File: config.mk
export PLATFORM = sky130hd
export DESIGN_NAME = multicycle_ctrl_v2
export DESIGN_NICKNAME = d
export VERILOG_FILES = /design/src/rtl/multicycle_ctrl_v2.sv
export SDC_FILE = /design/constraint.sdc
export NUM_CORES = 1
export LEC_CHECK = 0
export ABC_AREA = 1
export CORE_MARGIN = 1.5
export CORE_UTILIZATION = 41
export CTS_CLUSTER_DIAMETER = 100
export DETAILED_ROUTE_END_ITERATION = 16
export PLACE_DENSITY = 0.86
export SYNTH_ARGS = -nofsm -noshare
export SYNTH_HDL_FRONTEND = slang
export SYNTH_SLANG_ARGS = --single-unit
File: constraint.sdc
create_clock -name clk -period 1.2 [get_ports clk]
set_input_delay 0.12 -clock clk [delete_from_list [all_inputs] [get_ports clk]]
set_output_delay 0.12 -clock clk [all_outputs]
set_load 0.01 [all_outputs]
File: src/rtl/multicycle_ctrl_v2.sv
// Multicycle MIPS control unit: Moore FSM sequencing fetch/decode/execute/memory/write-back,
// with a memory ready handshake, optional wait watchdog and per-instruction status strobes.
module multicycle_ctrl_v2 #(
  parameter bit          MEM_WAIT = 1'b1,
  parameter int unsigned MAX_WAIT = 0
) (
  input  logic       clk,
  input  logic       reset,
  input  logic [5:0] opcode,
  input  logic       mem_ready,
  output logic       alusrcA,
  output logic [1:0] alusrcB,
  output logic       ext_zero,
  output logic [2:0] aluop,
  output logic       memread,
  output logic       memwrite,
  output logic       IorD,
  output logic       IR_write,
  output logic       regwrite,
  output logic [1:0] regdst,
  output logic [1:0] memtoreg,
  output logic [1:0] pcsrc,
  output logic       pc_write,
  output logic       pc_write_condition_beq,
  output logic       pc_write_condition_bne,
  output logic       instr_done,
  output logic       illegal_op,
  output logic       mem_timeout,
  output logic [3:0] state
);

  typedef enum logic [3:0] {
    StFetch   = 4'd0,
    StDecode  = 4'd1,
    StExecR   = 4'd2,
    StExecI   = 4'd3,
    StAluWb   = 4'd4,
    StMemAddr = 4'd5,
    StMemRd   = 4'd6,
    StMemWb   = 4'd7,
    StMemWr   = 4'd8,
    StBranch  = 4'd9,
    StJump    = 4'd10,
    StJal     = 4'd11,
    StJr      = 4'd12
  } state_e;

  localparam logic [5:0] OpRtype = 6'b000000;
  localparam logic [5:0] OpAddi  = 6'b001000;
  localparam logic [5:0] OpSlti  = 6'b001010;
  localparam logic [5:0] OpAndi  = 6'b001100;
  localparam logic [5:0] OpOri   = 6'b001101;
  localparam logic [5:0] OpLw    = 6'b100011;
  localparam logic [5:0] OpSw    = 6'b101011;
  localparam logic [5:0] OpBeq   = 6'b000100;
  localparam logic [5:0] OpBne   = 6'b000101;
  localparam logic [5:0] OpJ     = 6'b000010;
  localparam logic [5:0] OpJal   = 6'b000011;
  localparam logic [5:0] OpJr    = 6'b000001;

  localparam logic [7:0] MaxWait = MAX_WAIT[7:0];

  state_e     state_q, state_d;
  logic [5:0] op_q, op_d;
  logic [7:0] wait_q, wait_d;
  logic       rdy;
  logic       in_mem_state;
  logic       timeout;

  assign rdy          = MEM_WAIT ? mem_ready : 1'b1;
  assign in_mem_state = (state_q == StFetch) || (state_q == StMemRd) || (state_q == StMemWr);
  assign timeout      = (MAX_WAIT != 0) && in_mem_state && !rdy && (wait_q == MaxWait);
  assign state        = state_q;

  // Counter only survives while a memory state keeps waiting; any move or timeout clears it.
  always_comb begin
    wait_d = '0;
    if (in_mem_state && !rdy && !timeout) begin
      wait_d = wait_q + 8'd1;
    end
  end

  assign op_d = (state_q == StDecode) ? opcode : op_q;

  always_comb begin
    state_d                = state_q;
    alusrcA                = 1'b0;
    alusrcB                = 2'b00;
    ext_zero               = 1'b0;
    aluop                  = 3'b000;
    memread                = 1'b0;
    memwrite               = 1'b0;
    IorD                   = 1'b0;
    IR_write               = 1'b0;
    regwrite               = 1'b0;
    regdst                 = 2'b00;
    memtoreg               = 2'b00;
    pcsrc                  = 2'b00;
    pc_write               = 1'b0;
    pc_write_condition_beq = 1'b0;
    pc_write_condition_bne = 1'b0;
    instr_done             = 1'b0;
    illegal_op             = 1'b0;
    mem_timeout            = 1'b0;
    if (!reset) begin
      case (state_q)
        StFetch: begin
          memread = 1'b1;
          alusrcB = 2'b01;
          if (rdy) begin
            IR_write = 1'b1;
            pc_write = 1'b1;
            state_d  = StDecode;
          end else if (timeout) begin
            mem_timeout = 1'b1;
            state_d     = StFetch;
          end
        end
        StDecode: begin
          alusrcB = 2'b11;
          case (opcode)
            OpRtype:                       state_d = StExecR;
            OpAddi, OpSlti, OpAndi, OpOri: state_d = StExecI;
            OpLw, OpSw:                    state_d = StMemAddr;
            OpBeq, OpBne:                  state_d = StBranch;
            OpJ:                           state_d = StJump;
            OpJal:                         state_d = StJal;
            OpJr:                          state_d = StJr;
            default: begin
              illegal_op = 1'b1;
              instr_done = 1'b1;
              state_d    = StFetch;
            end
          endcase
        end
        StExecR: begin
          alusrcA = 1'b1;
          aluop   = 3'b010;
          state_d = StAluWb;
        end
        StExecI: begin
          alusrcA = 1'b1;
          alusrcB = 2'b10;
          case (op_q)
            OpSlti: aluop = 3'b101;
            OpAndi: begin
              aluop    = 3'b011;
              ext_zero = 1'b1;
            end
            OpOri: begin
              aluop    = 3'b100;
              ext_zero = 1'b1;
            end
            default: aluop = 3'b000;
          endcase
          state_d = StAluWb;
        end
        StAluWb: begin
          regwrite   = 1'b1;
          regdst     = (op_q == OpRtype) ? 2'b01 : 2'b00;
          instr_done = 1'b1;
          state_d    = StFetch;
        end
        StMemAddr: begin
          alusrcA = 1'b1;
          alusrcB = 2'b10;
          state_d = (op_q == OpLw) ? StMemRd : StMemWr;
        end
        StMemRd: begin
          memread = 1'b1;
          IorD    = 1'b1;
          if (rdy) begin
            state_d = StMemWb;
          end else if (timeout) begin
            mem_timeout = 1'b1;
            state_d     = StFetch;
          end
        end
        StMemWb: begin
          regwrite   = 1'b1;
          memtoreg   = 2'b01;
          instr_done = 1'b1;
          state_d    = StFetch;
        end
        StMemWr: begin
          memwrite = 1'b1;
          IorD     = 1'b1;
          if (rdy) begin
            instr_done = 1'b1;
            state_d    = StFetch;
          end else if (timeout) begin
            mem_timeout = 1'b1;
            state_d     = StFetch;
          end
        end
        StBranch: begin
          alusrcA                = 1'b1;
          aluop                  = 3'b001;
          pcsrc                  = 2'b01;
          pc_write_condition_beq = (op_q == OpBeq);
          pc_write_condition_bne = (op_q == OpBne);
          instr_done             = 1'b1;
          state_d                = StFetch;
        end
        StJump: begin
          pc_write   = 1'b1;
          pcsrc      = 2'b01;
          instr_done = 1'b1;
          state_d    = StFetch;
        end
        StJal: begin
          pc_write   = 1'b1;
          pcsrc      = 2'b01;
          regwrite   = 1'b1;
          regdst     = 2'b10;
          memtoreg   = 2'b10;
          instr_done = 1'b1;
          state_d    = StFetch;
        end
        StJr: begin
          pc_write   = 1'b1;
          pcsrc      = 2'b10;
          instr_done = 1'b1;
          state_d    = StFetch;
        end
        default: state_d = StFetch;
      endcase
    end
  end

  always_ff @(posedge clk) begin
    if (reset) begin
      state_q <= StFetch;
      op_q    <= '0;
      wait_q  <= '0;
    end else begin
      state_q <= state_d;
      op_q    <= op_d;
      wait_q  <= wait_d;
    end
  end

endmodule
==> results.txt, run 1 <==
* Outcome: did not finish
- The flow stopped in global routing (5_1_grt).
- The tool reported: "[ERROR DPL-0038] Utilization greater than 100%, impossible to legalize".
* Net count of the mapped netlist: ~170
- RD Place Congestion: 0.891
- Yosys reg bits: 10
- Estimated wirelength of the detail-placed design: 2690 um
- The die is 49.2 um wide.
- Entering global routing, the biggest net connects 9 pins.
- Synth cell types: 25
* Port buffer count: 35
* I/O pin total: 37
* Effective utilization at floorplan: between 40% and 50%
* Die outline height: 49.2 um
- CTS Buf Count: 3
* Mean cell area of the mapped netlist: 5.61 um2
- DP Area: 0.00159 mm2
- Classification of the worst endpoint: primary output
- Sequential cells were found to cover 22.9% of the synthesized design area.
- Synth warnings: 0
- The initialized floorplan defines 16 standard-cell rows.
- Once global-route timing repair stopped, the endpoint with the least setup slack was instr_done.
* Mapped Cells: 156
- Clock Sink Count: 10
* Count of hold-fix buffers inserted at cts: 0
* Buffer type at the clock tree root: clkbuf_4
- Number of levels the H-tree was split into: 1
- In this run the deepest clock path goes through 2 buffers.
- The mapped netlist covers 876 um2.
Yosys cell counts (all sizes together):
cell | instances | share of area [%]
a21oi | 13 | 7.4
a22oi | 1 | 0.86
buf | 5 | 4.1
clkbuf | 1 | 0.43
conb | 1 | 0.43
dfxtp | 10 | 23
inv | 23 | 9.9
nand2 | 35 | 16
nand3 | 9 | 5.1
nand4 | 3 | 2.1
nor2 | 33 | 16
nor3 | 3 | 1.7
nor4 | 3 | 2.1
o211a | 1 | 1.1
o211ai | 1 | 0.86
o21a | 1 | 0.86
o21ai | 12 | 6.9
o31ai | 1 | 0.86
per-stage QoR:
step | setup WS, ns | TNS [ns] | cells
after floorplan | -0.00104 | -0.00104 | 156
after global placement | -0.624 | -11.76 | 258
after detailed placement | -0.677 | -12.83 | 258
after CTS | -0.399 | -6.98 | 275
cell families after synthesis:
group,Yosys count,share of synthesized area [%]
compound gates,30,18.9
buf+inv,29,14.4
flops,10,22.9
other cells,1,0.428
simple gates,86,43.4
repair_timing:
| action | CTS |
|---|---|
| resized for setup | 175 |
| endpoints found under the setup margin | 31 |
| pin swaps | 19 |
| buffers inserted | 13 |
| gates cloned | 2 |
==> run 2: changes to the inputs <==
- CORE_AREA: not set -> 2 2 63 65
- CORE_MARGIN: 1.5 -> not set
- CORE_UTILIZATION: 41 -> not set
- CTS_CLUSTER_DIAMETER: 100 -> not set
- DIE_AREA: not set -> 0 0 65 67
- PLACE_DENSITY: 0.86 -> not set
- PLACE_DENSITY_LB_ADDON: not set -> 0.15
==> results.txt, run 2 <==
- Sum of routed wire length over all layers: 3620 um
* Sequential element share of the synthesized area: 22.9%
- Unrepaired setup endpoints after global routing: true
- The die is 65 um wide.
- The later pin in the worst-skew pair is clocked with a latency of 0.24 ns.
- CTS built an H-tree with a depth of 1.
- Row generation in the floorplan step produced 22 rows.
* Failing checks: setup timing
- Dividing the detail-routed via count by the number of cells gives 4.54.
- Of all cell types, the one taking the most synthesized area is dfxtp_1.
- Setup violations remaining at the end of the flow were counted as 27.
* Worst path most repeated cell: nand2_2
- Endpoint class of the critical path: output port
- Buffers from clock root to sink, at most: 2
* Post-layout net count: 260
- Upper clock frequency limit: between 600 and 700 MHz
* Drt first pass iters: 4
- 37 I/O pins were placed.
- Counting both buffers and inverters, the worst setup path holds a total of 2.
- Max-cap violations in this run came to 0.
- RD Place Congestion: 0.853
- The Yosys step of the flow raised 0 warnings.
- For the final database, setup skew stands at 0.00665 ns.
- Worst Setup Slack, final: -0.368 ns
- Area added between synthesis and finish: 134%
- The via count of the first global-routing pass was 1346.
- The final-report hold violation count was 0.
- Global-route wire length before repair: 5800 um
- Peak supply drop: 0.334 mV
- The average instance in the mapped netlist occupies 5.61 um2.
- Port buffer count: 35
- Detailed router's first-iteration violation count: 44
* Depth of the worst register-to-register path: 7
- WL per Instance: 12.2 um
* Shortest period the worst path allows: ~1.6 ns
* Maximum fanout encountered on the critical timing path: 4
- For this design, the sink count on the clock tree is 10.
* Slowest stage cell, crit path: dfxtp_4
- N_diodes: 0
* Cell with the most instances after synthesis: nand2_1
- Die ar.: 0.00436 mm2
- Combinational family with the most area after synthesis: simple AND/OR/NAND/NOR gates
* Area share of the largest cell type after synthesis: 22.9%
* Count of hold-fix buffers inserted at cts: 0
- The root buffer cell chosen for the clock tree is clkbuf_8.
- Detailed placement ended at an HPWL of 2500 um.
* Leftover overflow at the end of global routing: 0
- Commonest non-fill, non-tap cell in the layout: buf_4
- Non-Filler Cell Area, Final: 0.00205 mm2
* Worst Setup Path Type: reg2out
- In the synthesized netlist the async set-or-reset flop fraction comes to 0%.
- Register bank with the most flops: op_q
- The tightest min-delay check is of the in2reg type.
* Outcome: finished with violations
- Commonest cells after routing, fill and taps aside: buf_4, nand2_1, buf_2, buf_6, nor2_1
* Core Footprint: roughly 0.0036 mm2
- After Yosys synthesis, XOR and XNOR cells account for 0% of the synthesized area.
- Share of layout cells above drive strength 1: 65.6%
- For this run, design rule violations remaining after detail routing come to 0.
- Before CTS, the worst setup slack after placement is -0.651 ns.
* Synth Area in Adders: 0%
- Via count: 1353
- STA puts the critical path data required time at 1.08 ns.
* Gate family responsible for the most delay along the worst path: flip-flops
- The max-slew violation count is 0.
- Synth top cells by count: nand2_1, nor2_1, inv_1
- The worst hold path passes through 4 cells.
* Type of element launching the critical path: register
- Sequence of cells on the critical path: nand2_2 -> inv_1 -> nand2_2 -> nand3_1 -> a21oi_2 -> o21ai_2 -> buf_2
- Yosys reg bits: 10
- The synthesized netlist devotes 43.4% of its cell area to simple gates.
* Longest individual stage delay on the worst path: 0.37 ns
- For this run, the total global-route usage over all layers was measured as 17.2%.
- For the worst setup path, the data arrival time is ~1.5 ns.
- TritonCTS clock tree: done
- In this run, synthesis inferred 0 flip-flops with an integrated enable.
* Net count of the mapped netlist: roughly 170
* Largest cells by area after synthesis: dfxtp_1, nand2_1, nor2_1
* Synthesized area: 876 um2
- After detailed placement, the total cell area comes to 0.00167 mm2.
- Synth cell types: 25
- Once the floorplan was initialized, standard cells occupied 24.3% of the core.
- Power spread over the standard cell area amounts to 673 mW/mm2.
- Maximum number of pins on one net before global-route repair: 15
* Most used flip-flop cell after synthesis: dfxtp_1
* Antenna violations before repair: 0
- Mapped Cells: 156
- TritonCTS created 3 clock buffers.
* Clock slew at reported path FFs: 0.05 ns
- The critical path runs through a total of 7 cells.
* Final period utilization: 131%
* Worst-case hold slack: 0.303 ns
- Antenna-violating nets left: 0
* Mux cell area share after synthesis: 0%
* Leakage dissipation: 0.00105 uW
* Sum of internal, switching and leakage power: 1380 uW
- The floorplan step set the die height to 67 um.
* Area fraction in compound gates after synthesis: a little under a fifth
- Max FFs per register: 6
==> run 2: cell counts after synthesis <==
No cell type changed its count.
==> run 2: cells by family (layout without fill, tap and decap cells) <==
family	Yosys count	in the layout
flops	10	10
simple gates	86	86
buf+inv	29	123
compound gates	30	30
other cells	1	1
==> run 2: power by group <==
part | internal [uW] | switching [uW]
logic | 283 | 287
registers | 359 | 33.1
clock network | 288 | 131
total | 930 | 451
==> run 2: per-stage QoR <==
stage                     cells  util [%]  TNS [ns]
final                       298      56.9     -6.06
after global placement      286      46.4    -12.35
after global routing        298      56.9     -7.97
after detailed placement    286      46.4    -12.81
after floorplan             156         -  -0.00104
after CTS                   299      53.3     -5.56
==> run 2: routing by layer <==
layer | up-vias | global-route usage (%) | wire [um]
li1 | 693 | - | -
met1 | 619 | 19.6 | 1520
met2 | 36 | 29.9 | 1900
met3 | 5 | 2.53 | 141
met4 | 0 | 11.2 | 62
met5 | - | 0 | 0
==> run 2: tightest hold or removal path, delay by kind of cell <==
kind	cells	cell delay, ns
compound gates	1	0.04
buf+inv	3	0.33
==> run 2: worst paths after layout <==
kind / startpoint / endpoint / slack (ns)
setup / recovery: state[1] / instr_done / -0.37
hold / removal: opcode[4] / op_q[4] / 0.30
setup reg to reg: state[2] / state[1] / -0.14
hold reg to reg: op_q[5] / op_q[5] / 0.61
==> run 2: repair_timing <==
action	4_1_cts	5_1_grt
endpoints found under the setup margin	31	33
gates resized for setup	175	41
buffers inserted	11	6
pin swaps	25	29
==> run 2: final cells by class <==
class	count	area, um2
clock buffers	4	55.1
well taps	48	60.1
flip-flops and latches	10	221
repair buffers	96	792
fillers	343	1550
inverters	23	101
multi-input cells	117	822
No activity file was read; power rests on OpenSTA's default activity.
==> run 3: changes to the inputs <==
- CTS_CLUSTER_DIAMETER: not set -> 50
- SETUP_SLACK_MARGIN: not set -> 0.2
- SLEW_MARGIN: not set -> 0
==> results.txt, run 3 (synthesis gave the netlist of run 2 again) <==
* Die ar.: 0.00436 mm2
* N_diodes: 0
- The cell sitting at the root of the clock tree is a clkbuf_8.
- For this design the ratio of total power to cell area is 642 mW/mm2.
- Unrepaired setup endpoints after global routing: true
- Filler instances: about 320
- STA puts the critical path data arrival time at approximately 1.4 ns.
- Final period utilization: 128%
* Max FFs per register: 6
- Failing checks: setup timing
- Counting I/O delays and the setup requirement, the final critical path takes 1.54 ns.
- The worst-case IR drop observed on VDD is 0.350 mV.
* Longest individual stage delay on the worst path: between 0.3 and 0.4 ns
* Leakage dissipation: 0.00114 uW
* Share of layout cells above drive strength 1: between 70% and 80%
- Type of the most critical hold path: in2reg
- Commonest cells after routing, fill and taps aside: buf_4, buf_6, nand2_1
- Routability-driven placement finished with a final weighted congestion of 0.807.
- Number of cells in the design after placement: 290
- At the end of the flow, the number of nets in the layout was 275.
* Type of element launching the critical path: register
- Endpoint class of the critical path: output port
* Number of cells on the worst hold path: 4
- The critical path starts at state[2].
- Util after Layout: 62.0%
* Total negative slack: -6.29 ns
- The most critical setup path has its endpoint at alusrcA.
- Via count: between 1000 and 1500
* Worst Setup Path Type: reg2out
- During placement, the flow inserted port buffers numbering 35.
- The core region is 0.00361 mm2.
- After layout, the worst setup slack is -0.336 ns.
- For this run, the total global-route usage over all layers was measured as 17.9%.
* Detailed-route vias per instance: 4.50
* Effective utilization at floorplan: 24.3%
* Buffers from clock root to sink, at most: 2
- With fillers left out, the area of the finished cells amounts to 0.00224 mm2.
- The number of hold buffers added after CTS was 0.
- For this run, the detailed router's first-pass iteration total came to 4.
* Count of final hold-check violations: 0
- DP Area: roughly 0.0018 mm2
* Die outline height: 67 um
* Setup Viol. Count Final: 32
- The via count of the first global-routing pass is 1402.
* Crit Reg-Reg Startpoint: state[2]
- Maximum number of pins on one net before global-route repair: 10
* Number of standard cells in the final layout excluding fillers: around 310
- Depth of the worst register-to-register path: 8
- WL per Instance: between 10 and 15 um
- The clock reaches the later pin of the worst-skew pair after 0.23 ns.
* Destination of the worst register-to-register timing path: state[1]
- Sequence of cells on the critical path: inv_4 -> nor2_4 -> buf_6 -> nand2_4 -> inv_4 -> o31ai_2 -> inv_1 -> buf_2
- The library cell used most frequently in the layout, excluding fill and tap cells, is buf_4.
* Clock slew at reported path FFs: 0.05 ns
- Along the worst path, the maximum fanout reaches 5.
* Number of levels the H-tree was split into: 1
* Slowest stage cell, crit path: dfxtp_4
- Global-route wire length before repair: 6180 um
* Horizontal die dimension: between 60 and 70 um
- The worst register-to-register path has a setup slack of -0.24 ns.
* Antenna-violating nets left: 0
- Sum of routed wire length over all layers: about 3700 um
- Derived from the worst setup path, the maximum achievable clock frequency is 651 MHz.
- Critical Path RT: 1.08 ns
- Across the run, the number of max-cap violations was 0.
* CTS Buf Count: 3
* Post-route DRC violation count: 0
* Estimated wirelength of the detail-placed design: 2700 um
- Register bank with the most flops: op_q
* Antenna violations before repair: 0
* FP Rows: 22
* Area added between synthesis and finish: 155%
- TritonCTS clock tree: done
* Worst path most repeated cell: inv_4
- The total overflow left after global routing is 0.
- Clock Sink Count: 10
* Outcome: finished with violations
- On the final layout, the worst clock skew is 0.00242 ns.
- 37 I/O pins were placed.
- The max-slew violation count came to 0.
- Detailed router's first-iteration violation count: 27
-- run 3: cell count changes in the layout (fill, tap and decap cells not counted), moves of 3 or more --
cell	before	now
buf_6	18	35
nand2_2	11	5
nor2_2	4	9
nand2_4	5	9
dlymetal6s2s_1	3	0
nand2_1	18	21
nor2_1	17	14
-- run 3: power by group --
part / internal, uW / switching, uW / total, uW
Sequential: 359 / 39.0 / 398
Combinational: 320 / 308 / 628
Clock: 288 / 122 / 410
-- run 3: worst min path at each step --
stage | startpoint | to | slack (ns)
2_1_floorplan | opcode[4] | op_q[4] | 0.26
3_3_place_gp | op_q[5] | op_q[5] | 0.60
3_5_place_dp | op_q[5] | op_q[5] | 0.62
4_1_cts | opcode[2] | op_q[2] | 0.46
5_1_grt | opcode[5] | op_q[5] | 0.48
6_report | opcode[5] | op_q[5] | 0.45
-- run 3: worst max-delay path: cells and delay by family, from the launching register on --
kind            cells  cell delay, ns
buf+inv             5            0.44
flops               1            0.36
compound gates      1            0.24
simple gates        2            0.15
-- run 3: metrics by stage --
stage	hold slack, ns	power [uW]	worst slack, ns
floorplan	0.260	595	-0.00104
global placement	0.605	856	-0.598
detailed placement	0.616	861	-0.626
CTS	0.457	1390	-0.325
global route	0.479	1510	-0.373
finish	0.446	1440	-0.336
-- run 3: layer usage --
metal	up-vias	GRT usage, %	routed length, um
met5	-	0	0
met3	2	0.845	119
met1	657	21.6	1570
met2	26	34.1	2030
li1	722	-	-
met4	0	5.05	27
-- run 3: cell type report --
| type | instances | area [um2] | area share [%] |
|---|---|---|---|
| Clock buffer | 4 | 55.1 | 2.46 |
| Inverter | 23 | 104 | 4.64 |
| Multi-Input combinational cell | 117 | 867 | 38.8 |
| Sequential cell | 10 | 220 | 9.85 |
| Tap cell | 48 | 60.1 | 2.69 |
| Timing Repair Buffer | 111 | 930 | 41.6 |
-- run 3: timing repair --
| action | 4_1_cts | 5_1_grt |
|---|---|---|
| gates resized for setup | 210 | 21 |
| buffers inserted | 13 | 5 |
| gates cloned | 1 | 0 |
| pin swaps | 31 | 24 |
| setup endpoints to repair | 37 | 36 |
